**src/rtl/shift_pkg.sv**
```systemverilog
// Shared encodings for the multi-cycle execute-stage shifter.
package shift_pkg;

   typedef enum logic [1:0] {
      SH_SLL = 2'b00,
      SH_SRL = 2'b01,
      SH_SRA = 2'b10,
      SH_ROL = 2'b11
   } shift_op_e;

   typedef enum logic [1:0] {
      ST_IDLE  = 2'b00,
      ST_SHIFT = 2'b01,
      ST_DONE  = 2'b10
   } shift_state_e;

endpackage

```
**src/rtl/shift_step.sv**
```systemverilog
// Single combinational shift stage: shifts value by k (0..STEP) bits.
// Build option: SHIFT_ROTATE_EN adds the rotate-left datapath; without it
// the ROL encoding falls through to SLL.
module shift_step
   import shift_pkg::*;
#(
   parameter int WIDTH = 32,
   parameter int STEP  = 4,
   localparam int KW   = $clog2(STEP + 1)
) (
   input  logic [WIDTH-1:0] value,
   input  logic [KW-1:0]    k,
   input  shift_op_e        op,
   output logic [WIDTH-1:0] result
);

`ifdef SHIFT_ROTATE_EN
   localparam int SW = $clog2(WIDTH);
   // k=0 wraps the complementary amount to 0, which still yields value
   logic [SW-1:0] rsh;
   assign rsh = SW'(WIDTH - int'(k));
`endif

   // select shifted value by operation
   always_comb begin
      result = value << k;
      case (op)
         SH_SRL:  result = value >> k;
         SH_SRA:  result = $signed(value) >>> k;
`ifdef SHIFT_ROTATE_EN
         SH_ROL:  result = (value << k) | (value >> rsh);
`endif
         default: result = value << k;
      endcase
   end

endmodule

```
**src/rtl/shift_unit.sv**
```systemverilog
// Multi-cycle variable shifter with start/busy/done handshake.
// Build option: SHIFT_ROTATE_EN enables op=11 as rotate-left (else SLL).
//
// state    | meaning
// ST_IDLE  | waiting for start
// ST_SHIFT | shifting acc by up to STEP bits per cycle, dout not valid
// ST_DONE  | one-cycle done pulse, dout holds result, new start accepted
module shift_unit
   import shift_pkg::*;
#(
   parameter int WIDTH = 32,
   parameter int STEP  = 4,
   localparam int SW   = $clog2(WIDTH)
) (
   input  logic             clk,
   input  logic             rst,
   input  logic             start,
   input  logic [1:0]       op,
   input  logic [WIDTH-1:0] din,
   input  logic [SW-1:0]    shamt,
   output logic             busy,
   output logic             done,
   output logic [WIDTH-1:0] dout
);

   localparam int KW = $clog2(STEP + 1);

   shift_state_e     state;
   shift_op_e        op_q;
   logic [WIDTH-1:0] acc;
   logic [WIDTH-1:0] acc_nxt;
   logic [SW-1:0]    rem;
   logic [SW-1:0]    rem_nxt;
   logic [KW-1:0]    k;

   // per-cycle amount is the smaller of STEP and what is left
   always_comb begin
      k       = (int'(rem) > STEP) ? KW'(STEP) : KW'(rem);
      rem_nxt = rem - SW'(k);
   end

   shift_step #(
      .WIDTH (WIDTH),
      .STEP  (STEP)
   ) u_step (
      .value  (acc),
      .k      (k),
      .op     (op_q),
      .result (acc_nxt)
   );

   // handshake FSM and datapath registers
   always_ff @(posedge clk) begin
      if (rst) begin
         state <= ST_IDLE;
         acc   <= '0;
         rem   <= '0;
         op_q  <= SH_SLL;
      end else begin
         case (state)
            ST_IDLE, ST_DONE: begin
               if (start) begin
                  acc   <= din;
                  rem   <= shamt;
                  op_q  <= shift_op_e'(op);
                  state <= ST_SHIFT;
               end else begin
                  state <= ST_IDLE;
               end
            end
            ST_SHIFT: begin
               acc <= acc_nxt;
               rem <= rem_nxt;
               if (rem_nxt == '0) state <= ST_DONE;
            end
            default: state <= ST_IDLE;
         endcase
      end
   end

   assign busy = (state == ST_SHIFT);
   assign done = (state == ST_DONE);
   assign dout = acc;

endmodule

```
**config.mk**
```make
export PLATFORM = sky130hd
export DESIGN_NAME = shift_unit
export DESIGN_NICKNAME = d
export VERILOG_FILES = /design/src/rtl/shift_pkg.sv /design/src/rtl/shift_step.sv /design/src/rtl/shift_unit.sv
export SDC_FILE = /design/constraint.sdc
export NUM_CORES = 1
export LEC_CHECK = 0
export CAP_MARGIN = 40
export CORE_ASPECT_RATIO = 1.4
export CORE_MARGIN = 2
export CORE_UTILIZATION = 54
export DETAILED_ROUTE_END_ITERATION = 12
export DONT_BUFFER_PORTS = 1
export PLACE_DENSITY_LB_ADDON = 0.25
export SLEW_MARGIN = 20
export SYNTH_ARGS = -nofsm -noshare
export SYNTH_HDL_FRONTEND = slang
export SYNTH_HIERARCHICAL = 1
export SYNTH_SLANG_ARGS = --single-unit
export TNS_END_PERCENT = 20
```
**constraint.sdc**
```tcl
create_clock -name clk -period 2.1 [get_ports clk]
set_clock_uncertainty 0.05 [all_clocks]
set_input_delay 0.525 -clock clk [delete_from_list [all_inputs] [get_ports clk]]
set_output_delay 0.525 -clock clk [all_outputs]
set_load 0.05 [all_outputs]
```
== After elaboration in Yosys (flattened, before gate mapping) ==
Index checks and enable logic that the tools add are counted.
Storage, ports and cells
  register bits: 41
  latch bits: 0
  RAM bits: 0
  memory bits (read-only): 0
  output and inout bits: 34
  logic and storage cells: 30
  memories: 0
Cells by class
  add/sub/neg operators: 1
  multiply operators: 0
  divide/modulo/power cells: 0
  $lt $le $gt $ge: 1
  equality and inequality tests: 6
  shift-type cells: 3
  muxes and demuxes: 9
  bitwise logic cells: 0
  reduce and logical (&&, ||, !) cells: 6
Operators with widths (number)
  32-bit case mux with 2 select lines: 2
  32-bit 2-to-1 mux: 1
  32-bit by 3-bit << shifter with 32-bit output: 1
  32-bit by 3-bit right shift with 32-bit output: 1
  32-bit by 3-bit >>> shifter with 32-bit output: 1
  5-bit case mux with 2 select lines: 1
  5-bit by 3-bit > comparator with 1-bit output, second input constant: 1
  5-bit zero test: 1
  5-bit 2-to-1 mux: 1
  5-bit by 3-bit subtractor with 5-bit output: 1
  2-bit by 1-bit == test with 1-bit output, second input constant: 2
  2-bit == test, second input constant: 2
  2-bit case mux with 2 select lines: 1
  2-bit AND reduction: 2
  3-bit 2-to-1 mux: 1
  2-bit zero test: 1
  2-bit 2-to-1 mux: 1
  2-bit by 1-bit != test with 1-bit output, second input constant: 1
  2-bit != test, second input constant: 1
  2-bit nonzero test: 1
  2-bit OR reduction: 1
  1-bit 2-to-1 mux: 1

== Depth between registers and ports, before layout ==
  depth after elaboration: 6
  depth in mapped cells: 12
  mapped depth without buffers: 8

== Modules after synthesis ==
The synthesis kept the hierarchy.
By module, submodules not included
  shift_step: instances 1, cells an instance 270, area each 2329.7 um2, sequential area each 0.0 um2
  shift_unit: instances 1, cells an instance 250, area each 2132.0 um2, sequential area each 820.8 um2

== Least setup slack after synthesis ==
No wires, ideal clock.
  path kind: reg2reg
  start: register rem[3]
  end: register acc[21], in the netlist dout[21]
  setup time: 0.147 ns
  data arrival time: 2.109 ns
  setup slack: -0.205 ns
  cell stages (with the launch flop): 12
  path buffers: 4
  period minus slack after synthesis: 2.305 ns
  cell sequence: dfxtp_1 > buf_6 > nor3_1 > and2_2 > buf_6 > buf_6 > buf_4 > mux4_2 > a22oi_2 > o221ai_2 > nand2_1 > a311oi_2
Between the ends
  word-level cells in the longest chain between the ends: 5
RTL lines
  from (decl): RTL line shift_unit.sv:32  | logic [SW-1:0] rem;
  from (signal assigned): RTL line shift_unit.sv:64  | rem <= shamt;
  from (signal assigned): RTL line shift_unit.sv:73  | rem <= rem_nxt;
  5-bit by 3-bit > comparator with 1-bit output (*): RTL line shift_unit.sv:38  | k = (int'(rem) > STEP) ? KW'(STEP) : KW'(rem);
  3-bit 2-to-1 mux (*): RTL line shift_unit.sv:38
  via k[1]: RTL line shift_unit.sv:34  | logic [KW-1:0] k;
  32-bit by 3-bit << shifter with 32-bit output, or another cell as far along: RTL line shift_step.sv:33  | default: result = value << k;
  32-bit case mux with 2 select lines (*): RTL line shift_step.sv:27  | case (op)
  via acc_nxt[21]: RTL line shift_unit.sv:31  | logic [WIDTH-1:0] acc_nxt;
  32-bit case mux with 2 select lines (*): RTL line shift_unit.sv:60  | case (state)
  to (signal assigned): RTL line shift_unit.sv:63  | acc <= din;
  to (signal assigned): RTL line shift_unit.sv:72  | acc <= acc_nxt;
  to (decl): RTL line shift_unit.sv:30  | logic [WIDTH-1:0] acc;
Mark *: on every way through the listed nets, which the timed path passes. The rest lies on a longest branch.
A chain may end at the register's enable or synchronous reset.

== Final worst setup path ==
  start: register rem[2]
  end: register acc[17], in the netlist dout[17]
The elaborated chain is that of the path after synthesis.

==> results.tsv <==
stage	metric	value	unit
outcome	outcome	complete, but fails checks	
outcome	violated checks	negative setup slack	
synthesis	number of enable-type register cells in the synthesized netlist	0	
grt	initial antenna violation count	0	
synthesis	share of async-settable or async-resettable flops after synthesis	0	%
sta	final setup violating endpoints	32	
clock_network	TritonCTS Sinks	41	
clock_network	deepest clock path buffer count	2	
die	number of placement rows	39	
synthesis	post-synth design cell area	4460	sq um
synthesis	Seq/Total Area, Yosys	18.4	%
clock_network	number of hold-repair buffers added at the cts stage	0	
final_layout	filler instances	619	
route	Pre-Repair DR Iteration Count	5	
final_layout	relative area change from synthesis to final layout	31.2	%
final_layout	post-route cell area	5860	sq um
sta	pin slew with the least headroom to its limit	0.560	ns
synthesis	adder and majority gate portion of the synthesized area	0.841	%
synthesis	post-synthesis xor/xnor area fraction	0.196	%
worst_setup_path	CP Max Fanout	8	
synthesis	synthesized netlist net count	565	
grt	via count of the first global-routing pass	4524	
final_layout	Final Net Count	631	
final_layout	highest-count cells in the layout ignoring fill and taps	sky130_fd_sc_hd__nand2_1 (92), sky130_fd_sc_hd__buf_4 (91), sky130_fd_sc_hd__nor2_1 (49)	
worst_hold_path	Min-Delay Path Depth	1	
run	total of max-cap violations	0	
sta	final critical-path share of the clock period	111	%
worst_setup_path	Setup CP Type	reg2reg	
grt	pin count of the biggest net entering global routing	72	
worst_hold_path	hold crit path type	in2reg	
power_and_ir_drop	static leakage	0.00201	uW
worst_setup_path	FF-to-FF End	dout[17]	
clock_network	number of CTS-inserted buffers	5	
placed_design	standard cell area after detailed placement	5080	sq um
clock_network	clock transition at the registers of the reported paths	0.06	ns
synthesis	Post-synth top flop	sky130_fd_sc_hd__dfxtp_1	
placed_design	number of buffers inserted by port buffering	0	
die	area of the die	9020	sq um
worst_setup_path	kind of start point of the critical path	register	
sta	setup repair after global routing missed its margin	yes	
clock_network	H-tree depth	2	
sta	final number of max-transition violations	0	
synthesis	count of unique library cells instantiated by Yosys	67	
route	number of DRC markers after the initial detailed-route iteration	318	
grt	Remaining Overflow, GRT	0	
sta	relative slew slack	62.6	%
sta	post-route worst setup slack	-0.221	ns
synthesis	share of synthesized cell area in and, or, nand and nor gates	17.4	%
worst_hold_path	Worst Hold Path EP	state[1]	
synthesis	post-synthesis cell count	520	
synthesis	main combinational cell family by area after synthesis	multiplexers	
worst_setup_path	internal reg-to-reg setup slack	-0.22	ns
die	Die H	112	microns
route	Vias per Instance	6.59	
die	core area	8100	sq um
synthesis	multiplexer area fraction after synthesis	27.6	%
sta	Fmax	431	MHz
sta	accumulated negative setup slack	-4.49	ns
die	chip width	80.8	microns
clock_network	TritonCTS clock tree	done	
final_layout	leading cell type in the layout, fill and taps excluded	sky130_fd_sc_hd__nand2_1	
placed_design	HPWL after detailed placement	9.67	mm
worst_setup_path	required time at the worst-slack endpoint	2.20	ns
synthesis	average cell area after synthesis	8.58	sq um
sta	number of hold-slack violations in the final timing report	0	
clock_network	clock insertion delay at the later pin of the skew report	0.29	ns
synthesis	share of the synthesized area in compound gates (AO/OA/AOI/OAI)	26.5	%
worst_setup_path	endpoint class of the critical path	register	
final_layout	count of inserted antenna diode cells	0	
worst_setup_path	length in cells of the worst reg-to-reg path	9	
power_and_ir_drop	pwr/cell area	849	nW/um^2
grt	wire length of the first global-routing pass	22.5	mm
route	drt total wl	14.6	mm
final_layout	area of all sequential standard cells	825	sq um
final_layout	final cell utilization of the core	72.3	%
worst_setup_path	launch point of the worst reg-to-reg path	rem[2]	
power_and_ir_drop	peak supply drop	641	uV
grt	total track usage	31.5	%
sta	post-route minimum period	2.32	ns
route	WL/cell	21.3	microns
worst_hold_path	hold path startpoint	rst	
route	count of antenna-violating nets left after detailed routing	0	
final_layout	Post-Layout Cell Count	688	
die	I/O pin cnt	76	
final_layout	share of post-route cells with drive strength above 1	42.5	%
placed_design	weighted congestion reported at the end of routability-driven placement	0.950	
synthesis	number of synthesis warnings	6	
clock_network	cell at the root of the clock tree	sky130_fd_sc_hd__clkbuf_16	
synthesis	number of flip-flops and latches in the synthesized netlist	41	
route	vias post-DR	4536	
final_layout	area occupied by multi-input gates	3680	sq um
route	count of unresolved DRC violations after routing	0	
die	effective utilization at floorplan	55.1	%
placed_design	number of placed instances with taps included	667	
worst_setup_path	Data arrival, critical path	2.42	ns
==> repair_timing <==
action / CTS / global route
pin swaps: 14 / 19
cloned: 2 / 1
endpoints found under the hold margin: 0 / 0
endpoints found under the setup margin: 32 / 34
gates resized for setup: 44 / 63
buffers inserted: 11 / 1
==> registers in the layout, indices dropped and copies added, names as in the netlist <==
name   flops
op_q       2
rem        5
dout      32
state      2
==> cell families (layout without fill, tap and decap cells) <==
| family | Yosys count | count (layout) |
|---|---|---|
| AO/OA/AOI/OAI | 130 | 130 |
| XOR/XNOR | 1 | 1 |
| flip-flops | 41 | 41 |
| AND/OR/NAND/NOR | 175 | 176 |
| adder cells (fa/ha/maj) | 3 | 3 |
| multiplexers | 107 | 107 |
| other | 1 | 1 |
| buffers and inverters | 62 | 127 |
==> layout make-up <==
| type | instances | share of cell area [%] |
|---|---|---|
| Multi-Input combinational cell | 418 | 62.8 |
| Inverter | 8 | 0.598 |
| Clock buffer | 7 | 2.44 |
| Timing Repair Buffer | 112 | 17.9 |
| Sequential cell | 41 | 14.1 |
| Tap cell | 102 | 2.18 |
==> cell usage after synthesis (3+ instances only) <==
master                     number  area [sq um]
sky130_fd_sc_hd__mux2_1         7          78.8
sky130_fd_sc_hd__buf_4          8          60.1
sky130_fd_sc_hd__mux4_2        10           225
sky130_fd_sc_hd__o22ai_1        3          18.8
sky130_fd_sc_hd__o21ai_0        5          25.0
sky130_fd_sc_hd__o221ai_1      14           123
sky130_fd_sc_hd__dfxtp_1       41           821
sky130_fd_sc_hd__o211ai_1       9          67.6
sky130_fd_sc_hd__a21oi_1       10          50.1
sky130_fd_sc_hd__buf_6         11           124
sky130_fd_sc_hd__nor2b_1        4          25.0
sky130_fd_sc_hd__o31ai_1        3          22.5
sky130_fd_sc_hd__a311oi_2      22           330
sky130_fd_sc_hd__inv_1          6          22.5
sky130_fd_sc_hd__nand2b_1       6          37.5
sky130_fd_sc_hd__clkbuf_1      10          37.5
sky130_fd_sc_hd__a221o_1        4          40.0
sky130_fd_sc_hd__ha_1           3          37.5
sky130_fd_sc_hd__nor3_1         3          15.0
sky130_fd_sc_hd__buf_1          3          11.3
sky130_fd_sc_hd__nand2_1       93           349
sky130_fd_sc_hd__a22oi_1       20           150
sky130_fd_sc_hd__nor2_1        49           184
sky130_fd_sc_hd__mux2_2        12           135
sky130_fd_sc_hd__a31oi_1        3          18.8
sky130_fd_sc_hd__a311oi_1      13           114
sky130_fd_sc_hd__buf_2         19          95.1
sky130_fd_sc_hd__o21a_1         3          22.5
sky130_fd_sc_hd__mux2i_1       76           761
==> layer usage <==
| layer | vias up | wire, microns | track usage (%) |
|---|---|---|---|
| met5 | - | 0 | 0 |
| met4 | 0 | 539 | 14.1 |
| met3 | 53 | 790 | 4.62 |
| met2 | 216 | 7630 | 55.3 |
| met1 | 2179 | 5690 | 37.0 |
| li1 | 2088 | - | - |
==> power breakdown <==
part           total [uW]  internal [uW]  leakage, uW  switching [uW]
Clock                 790            468    0.0000700             323
Sequential           1110            891     0.000340             221
Combinational        3070           1360      0.00160            1710
==> worst max-delay path, cell delays in order (launching register included) <==
cell	delay, ns
sky130_fd_sc_hd__dfxtp_2	0.33
sky130_fd_sc_hd__nor3_4	0.22
sky130_fd_sc_hd__and2_4	0.27
sky130_fd_sc_hd__buf_12	0.16
sky130_fd_sc_hd__buf_12	0.11
sky130_fd_sc_hd__mux2_2	0.37
sky130_fd_sc_hd__mux2i_1	0.25
sky130_fd_sc_hd__o221ai_1	0.18
sky130_fd_sc_hd__nand2_1	0.11
sky130_fd_sc_hd__a311oi_2	0.12
==> metrics by stage <==
stage | hold WS, ns | power [uW] | setup slack (ns)
2_1_floorplan | 0.403 | 2930 | -0.0659
4_1_cts | 0.245 | 4670 | -0.160
6_report | 0.247 | 4970 | -0.221
5_1_grt | 0.242 | 5200 | -0.315
3_5_place_dp | 0.432 | 3650 | -0.216
3_3_place_gp | 0.409 | 3620 | -0.167
==> how the worst max path moves through the flow <==
| stage | startpoint | endpoint | slack (ns) | cells after the start |
|---|---|---|---|---|
| finish | rem[2] | dout[17] | -0.22 | 9 |
| global route | rem[2] | dout[17] | -0.32 | 10 |
| detailed placement | rem[2] | dout[30] | -0.22 | 9 |
| CTS | rem[3] | dout[23] | -0.16 | 9 |
| floorplan | rem[2] | dout[21] | -0.07 | 10 |
| global placement | rem[2] | dout[30] | -0.17 | 9 |
Power figures use the tool's default switching activity.
